==> src/rtl/spi_req_arbiter.sv <==
// Round-robin arbiter that shares one SPI_Master among NUM_REQ requesters.
// It launches one transfer per grant, captures the received word and signals completion.
module spi_req_arbiter #(
  parameter int NUM_REQ  = 4,
  parameter int BITS_NUM = 8,
  parameter int TIMEOUT  = 64,
  parameter int GAP      = 2,
  parameter int SEL_W    = (NUM_REQ > 1) ? $clog2(NUM_REQ) : 1
) (
  input  logic                         clk,
  input  logic                         reset,
  input  logic [NUM_REQ-1:0]           req,
  input  logic [NUM_REQ*BITS_NUM-1:0]  req_data,
  output logic [NUM_REQ-1:0]           grant,
  output logic [NUM_REQ-1:0]           done,
  output logic                         err,
  output logic [BITS_NUM-1:0]          rx_data,
  output logic [SEL_W-1:0]             sel,
  output logic                         busy,
  output logic                         m_tx_start,
  output logic [BITS_NUM-1:0]          m_data_in,
  input  logic                         m_tx_end,
  input  logic [BITS_NUM-1:0]          m_data_out,
  output logic [2:0]                   state_dbg
);

  // Requester handshake: req[i] is a level held high until done[i] pulses; grant[i]
  // marks ownership from START through DONE, and req is only sampled while IDLE.

  localparam logic [2:0] S_IDLE    = 3'd0;
  localparam logic [2:0] S_START   = 3'd1;
  localparam logic [2:0] S_BUSY    = 3'd2;
  localparam logic [2:0] S_CAPTURE = 3'd3;
  localparam logic [2:0] S_DONE    = 3'd4;
  localparam logic [2:0] S_GAP     = 3'd5;

  localparam int TO_W  = $clog2(TIMEOUT + 1);
  localparam int GAP_W = (GAP > 1) ? $clog2(GAP) : 1;
  localparam int CW    = SEL_W + 1;

  logic [2:0]       state;
  logic [SEL_W-1:0] rr_ptr;
  logic [TO_W-1:0]  to_cnt;
  logic [GAP_W-1:0] gap_cnt;
  logic             tx_end_q;
  logic             tx_end_rise;

  logic [SEL_W-1:0] win_idx;
  logic             win_vld;
  logic [CW-1:0]    cand;

  assign tx_end_rise = m_tx_end & ~tx_end_q;
  assign busy        = (state != S_IDLE);
  assign state_dbg   = state;

  // First set request strictly after the last winner, wrapping around.
  always_comb begin
    win_idx = rr_ptr;
    win_vld = 1'b0;
    cand    = '0;
    for (int k = 1; k <= NUM_REQ; k++) begin
      cand = {1'b0, rr_ptr} + CW'(k);
      if (cand >= CW'(NUM_REQ)) cand = cand - CW'(NUM_REQ);
      if (!win_vld && req[cand[SEL_W-1:0]]) begin
        win_vld = 1'b1;
        win_idx = cand[SEL_W-1:0];
      end
    end
  end

  always_ff @(posedge clk or posedge reset) begin
    if (reset) begin
      state      <= S_IDLE;
      grant      <= '0;
      done       <= '0;
      err        <= 1'b0;
      rx_data    <= '0;
      sel        <= '0;
      m_tx_start <= 1'b0;
      m_data_in  <= '0;
      rr_ptr     <= SEL_W'(NUM_REQ - 1);
      to_cnt     <= '0;
      gap_cnt    <= '0;
      tx_end_q   <= 1'b0;
    end else begin
      tx_end_q   <= m_tx_end;
      m_tx_start <= 1'b0;
      done       <= '0;
      err        <= 1'b0;
      case (state)
        S_IDLE: begin
          if (win_vld) begin
            sel       <= win_idx;
            grant     <= NUM_REQ'(1) << win_idx;
            m_data_in <= req_data[int'(win_idx)*BITS_NUM +: BITS_NUM];
            rr_ptr    <= win_idx;
            state     <= S_START;
          end
        end
        S_START: begin
          m_tx_start <= 1'b1;
          to_cnt     <= '0;
          state      <= S_BUSY;
        end
        S_BUSY: begin
          to_cnt <= to_cnt + TO_W'(1);
          // A fresh edge wins over the timeout; the stale-high level is ignored.
          if (tx_end_rise) begin
            state <= S_CAPTURE;
          end else if (to_cnt == TO_W'(TIMEOUT - 1)) begin
            rx_data <= '0;
            done    <= grant;
            err     <= 1'b1;
            state   <= S_DONE;
          end
        end
        S_CAPTURE: begin
          rx_data <= m_data_out;
          done    <= grant;
          state   <= S_DONE;
        end
        S_DONE: begin
          grant   <= '0;
          gap_cnt <= '0;
          state   <= (GAP == 0) ? S_IDLE : S_GAP;
        end
        S_GAP: begin
          if (gap_cnt == GAP_W'(GAP - 1)) state <= S_IDLE;
          else gap_cnt <= gap_cnt + GAP_W'(1);
        end
        default: state <= S_IDLE;
      endcase
    end
  end

endmodule

==> config.mk <==
export PLATFORM = sky130hd
export DESIGN_NAME = spi_req_arbiter
export DESIGN_NICKNAME = d
export VERILOG_FILES = /design/src/rtl/spi_req_arbiter.sv
export SDC_FILE = /design/constraint.sdc
export NUM_CORES = 1
export LEC_CHECK = 0
export CORE_AREA = 4 4 69 78
export CTS_CLUSTER_SIZE = 14
export DETAILED_ROUTE_END_ITERATION = 7
export DIE_AREA = 0 0 73 82
export DONT_BUFFER_PORTS = 1
export GPL_ROUTABILITY_DRIVEN = 0
export PLACE_DENSITY = 0.67
export SYNTH_ARGS = -nofsm -noshare
export SYNTH_HDL_FRONTEND = slang
export SYNTH_SLANG_ARGS = --single-unit
==> constraint.sdc <==
create_clock -name clk -period 3.98 [get_ports clk]
set_clock_uncertainty 0.05 [all_clocks]
set_input_delay 0.398 -clock clk [delete_from_list [all_inputs] [get_ports clk]]
set_output_delay 0.398 -clock clk [all_outputs]
set_load 0.02 [all_outputs]
# --- After elaboration in Yosys (flattened, before gate mapping) ---
# Index checks and enable logic that the tools add are counted.
word_totals:
  ff_bits: 42
  inputBits: 47
  wordCells: 101
op_classes:
  n_addsub: 10
  n_lt_le_gt_ge: 8
  eq_ne: 11
  shifts: 2
  mux: 40
  n_bitwise: 2
  reduce_logical: 16
op_table:
  columns: ["operator", "n"]
  rows:
  - ["$shiftx A32 B6 Y8", 1]
  - ["$pmux W3 S6", 1]
  - ["$mux W2", 8]
  - ["$mux W8", 2]
  - ["$pmux W4 S2", 2]
  - ["$pmux W8 S2", 1]
  - ["$pmux W7 S2", 1]
  - ["$mux W1", 13]
  - ["$ge A3 B3 Y1 const B", 4]
  - ["$lt A2 B3 Y1 const B", 4]
  - ["$mux W3", 4]
  - ["$mux W4", 3]
  - ["$bmux W1 S2", 4]
  - ["$ne A2 B2 Y1 const B", 4]
  - ["$reduce_bool A2 Y1", 4]
  - ["$sub A2 B1 Y2 const B", 4]
  - ["$add A7 B1 Y7 const B", 1]
  - ["$eq A7 B6 Y1 const B", 1]
  - ["$add A2 B2 Y3 const B", 2]
  - ["$eq A3 B2 Y1 const B", 2]
  - ["$eq A3 B3 Y1 const B", 2]
  - ["$reduce_and A3 Y1", 2]
  - ["$reduce_and A2 Y1", 2]
  - ["$shl A1 B2 Y4 const A", 1]
  - ["12 further kinds", 16]

# --- Depth between registers and ports, before layout ---
depth:
  depth_word: 18
  mapped_depth: 8
  depth_no_buf: 6

# --- Worst setup path before layout ---
# No wires, ideal clock.
synth_timing:
  path_kind: "flip-flop to flip-flop"
  from: "register rr_ptr[1]"
  to: "register m_data_in[0]"
  setup_ns: 0.126
  arrival_time_ns: 1.959
  slack_ns: 1.845
  path_stages_with_launch: 8
  n_path_buf: 2
  cell_sequence: "dfstp_2 > buf_6 > mux2i_1 > nor2_1 > a211oi_4 > buf_6 > mux2_2 > a221o_1"
synth_via:
  elab_chain_cells: 16
  word_cells_on_any_way: 40
synth_lines:
  columns: ["element", "line_no", "source"]
  rows:
  - ["start: declaration", "42", "logic [SEL_W-1:0] rr_ptr;"]
  - ["start signal: assignment", "81", "rr_ptr <= SEL_W'(NUM_REQ - 1);"]
  - ["start signal: assignment", "96", "rr_ptr <= win_idx;"]
  - ["$add A2 B1 Y3", "62", "cand = {1'b0, rr_ptr} + CW'(k);"]
  - ["$ge A3 B3 Y1 / $sub A2 B1 Y2 (equally long branches)", "63", "if (cand >= CW'(NUM_REQ)) cand = cand - CW'(NUM_REQ);"]
  - ["$mux W2", "63", null]
  - ["$bmux W1 S2", "64", "if (!win_vld && req[cand[SEL_W-1:0]]) begin"]
  - ["$mux W1 (implied by the code)", "64", null]
  - ["$mux W1", "64", null]
  - ["$logic_not A1 Y1", "64", null]
  - ["$logic_and A1 B1 Y1", "64", null]
  - ["$mux W1", "64", null]
  - ["$logic_not A1 Y1", "64", null]
  - ["$logic_and A1 B1 Y1", "64", null]
  - ["$mux W1", "64", null]
  - ["$logic_not A1 Y1", "64", null]
  - ["$logic_and A1 B1 Y1", "64", null]
  - ["$mux W2 / $mux W1 (equally long branches)", "64", null]
  - ["$shiftx A32 B6 Y8 / $reduce_and A2 Y1 (equally long branches)", null, null]
  - ["end signal: assignment", "95", "m_data_in <= req_data[int'(win_idx)*BITS_NUM +: BITS_NUM];"]
  - ["end: declaration", "21", "output logic [BITS_NUM-1:0] m_data_in,"]
# Parallel ways exist; a longest one is shown, timed or not. The select of a mux whose other input is x is not followed.
# A chain may end at the register's enable or synchronous reset.

# --- Worst setup path in the final report ---
layout_timing:
  from: "register rr_ptr[1]"
  to: "register m_data_in[1]"
# The elaborated chain is that of the path after synthesis.

==> impl_results.md <==
* Post-CTS sizing at 0
* R2r setup slk at 1.39 ns
* I/O Buffers at 0
* Chip height at 82 um
* # setup viols final at 0
* Initial Utilization at 45.7%
* Hold Path Class: in -> async
* Row Count at 26
* Post-route setup slack at 1.39 ns
* Final period util at 65.0%
* CP arrival at 2.73 ns
* EDFF count, synth at 0
* Initial drt markers at 93
* DR DRC count at 0
* Post-synthesis cell count at 208
* Post-CTS Setup Inserts at 0
* Reg2Reg Depth at 5
* Post-Synth XOR/XNOR Area at 0.835%
* Sw Pwr at 800 uW
* Switching share of total power at 44.9%
* Post-synthesis mux area share at 8.59%
* First-pass GRT wire length at 7230 um
* Setup TNS at 0 ns
* Kind of critical path: reg -> reg
* Startpoint types: register
* CTS Buf Count at 5
* CTS Buffer Depth at 2
* Clock Sinks at 42
* Io pins at 79
* Simple-gate share of the synthesized area at 20.6%
* Detail Placement HPWL at 3180 um
* Clock transition at path regs at 0.09 ns
* Distinct cells, synth at 38
* GRT Total Usage at 15.3%
* Via/cell ratio at 5.70
* P per Cell Area at 802 mW/mm^2
* Top-area cell type share of the netlist area at 47.7%
* CTS tree: built
* Yosys top cell by area: dfrtp_1
* Routed WL at 4410 um
* # diodes at 0
* Compound-Gate Fraction of Synth Area at 15.0%
* Mapped cell area at 0.00210 sq mm
* Vias in the first global route at 1,523
* R2r endpoint: m_data_in[1]
* Final Hold Viols at 0
* H-tree levels at 2
* Peak supply drop at 403 uV
* Top post-synthesis cells by area: dfrtp_1 (48%), nand2_1 (6.1%), o21ai_0 (5.0%)
* Async SR Flop Fraction at 100%
* Die ar. at 0.00599 sq mm
* Dominant synthesized flop cell: dfrtp_1
* CTS Hold Bufs at 0
* Synthesized flop and latch total at 42
* Post-synth net total at 256
* DIE WIDTH at 73 um
* Antenna violations before repair at 0
* WP data required at 4.12 ns
* Fraction of layout instances using a drive strength above 1 at 12.9%
* Reg-to-reg startpoint: rr_ptr[1]
* Worst skew pair latency at 0.30 ns
* Leak Pwr at 0.959 nW
* F_max at 0.387 GHz
* Power share of the combinational group at 34.8%
* Via count at 1,516
* Synth Area in Adders at 0.597%
* Core area at 0.00459 sq mm
* Worst slack, placed at 1.36 ns
* Post-route ant nets at 0
* Drt first pass iters at 4
* Clock Tree Root: clkbuf_8
* Grt ovf at 0
* Maximum number of pins on one net before global-route repair at 43
* Min cycle time layout at 2.59 ns
* Register area share after synthesis at 50.2%
* CP Capture Type: register
* Measured slew at the worst slew-check pin at 0.980 ns
* Area Growth Syn to Fin at 5.85%
* Sequential power share at 49.8%
* Largest family of logic cells by synthesized area: simple AND/OR/NAND/NOR gates
* Slew Limit Fails at 0
* Peak fanout along the critical path at 21
* Max Cap Viol at 0
* Post-DR wirelength/cell at 16.6 um
* Clock share of power at 15.4%
* Cell internal pwr at 980 uW
* Worst rel slew slack at 34.5%
* Unrepaired setup endpoints after global routing: no
* Final nets at 257
* Syn. warnings at 0
* Outcome: finished clean
* Syn_area_per_cell at 10.1 sq um
## how the worst max path moves through the flow
| stage | start | endpoint | slack [ns] | depth (start not counted) |
|---|---|---|---|---|
| 2_1_floorplan | rr_ptr[1] | m_data_in[0] | 1.84 | 7 |
| 3_5_place_dp | rr_ptr[1] | m_data_in[5] | 1.36 | 5 |
| 4_1_cts | rr_ptr[1] | m_data_in[1] | 1.36 | 5 |
| 6_report | rr_ptr[1] | m_data_in[1] | 1.39 | 5 |
| 3_3_place_gp | rr_ptr[1] | m_data_in[1] | 1.41 | 5 |
| 5_1_grt | rr_ptr[1] | m_data_in[0] | 1.22 | 5 |
## cells in the mapped netlist (2+ instances only)
cell	instances
o311ai_0	2
mux2i_1	9
nand2_1	34
o41ai_1	2
clkbuf_1	4
a221o_1	8
or3_1	3
dfstp_2	2
dfrtp_1	40
o21ai_0	21
inv_1	4
a22o_1	2
buf_6	2
nor2b_1	7
a21oi_1	4
nand3_1	20
buf_2	3
mux2_2	7
nor2_1	10
xor2_1	2
nor3_1	2
nand2b_1	4
## stage by stage
step,utilization [%],power [mW],instance area [sq um],hold slack [ns],cells
6_report,48.4,1.78,2220,0.0599,266
5_1_grt,48.4,1.92,2220,0.0544,266
4_1_cts,48.4,1.81,2220,0.0577,266
3_5_place_dp,46.4,1.53,2130,0.380,258
3_3_place_gp,46.4,1.51,2130,0.380,258
2_1_floorplan,-,1.42,2100,0.379,208
## worst max-delay path, stage by stage (launching register included)
cell and delay [ns]:
dfstp_2 0.60, mux2i_1 0.20, nor2_1 0.08, a211oi_4 0.81, mux2_2 0.42, a221o_1 0.31
## kinds of logic after synthesis
family / count (synthesis)
buffers and inverters: 14
multiplexers: 17
XOR/XNOR: 2
AO/OA/AOI/OAI: 44
AND/OR/NAND/NOR: 88
adder cells (fa/ha/maj): 1
flip-flops: 42
## power groups by stage
| stage | clock, mW | sequential [mW] | combinational [mW] |
|---|---|---|---|
| after CTS | 0.286 | 0.891 | 0.629 |
| after global routing | 0.300 | 0.912 | 0.709 |
| after floorplan | 0 | 0.831 | 0.584 |
| final | 0.274 | 0.887 | 0.619 |
| after global placement | 0 | 0.895 | 0.617 |
| after detailed placement | 0 | 0.896 | 0.632 |
## flip-flops by register name (all words and copies together), names as in the netlist
name and cells:
gap_cnt 1, m_data_in 8, grant 4, rr_ptr 2, tx_end_q 1, done 4, to_cnt 7, state_dbg 3
m_tx_start 1, rx_data 8, sel 2, err 1
## final cells by class
type / instances / area, sq um
clock buffer: 5 / 68.8
clock inverter: 3 / 21.3
fill: 442 / 2370
inverter: 4 / 15.0
multi-input combinational: 152 / 961
sequential: 42 / 1050
tap: 56 / 70.1
timing repair buffer: 4 / 30.0
## placed cells by master (no fill, tap or decap), drive strengths merged, types with 3 or more instances in the layout
| master | Yosys | layout |
|---|---|---|
| or3 | 3 | 3 |
| buf | 6 | 4 |
| clkinv | 0 | 3 |
| dfrtp | 40 | 40 |
| nand2 | 34 | 34 |
| o21ai | 21 | 21 |
| a21oi | 4 | 4 |
| nor3 | 3 | 3 |
| clkbuf | 4 | 5 |
| nor2b | 7 | 7 |
| inv | 4 | 3 |
| a221o | 8 | 8 |
| mux2i | 9 | 9 |
| nand2b | 4 | 4 |
| nor2 | 10 | 10 |
| mux2 | 8 | 8 |
| nand3 | 20 | 20 |
## layer usage
metal / wire (um) / global-route usage [%]
met5: 0 / 0
met4: 36 / 4.43
met3: 414 / 6.85
met2: 2010 / 24.2
met1: 1940 / 18.9
Power figures use the tool's default switching activity.
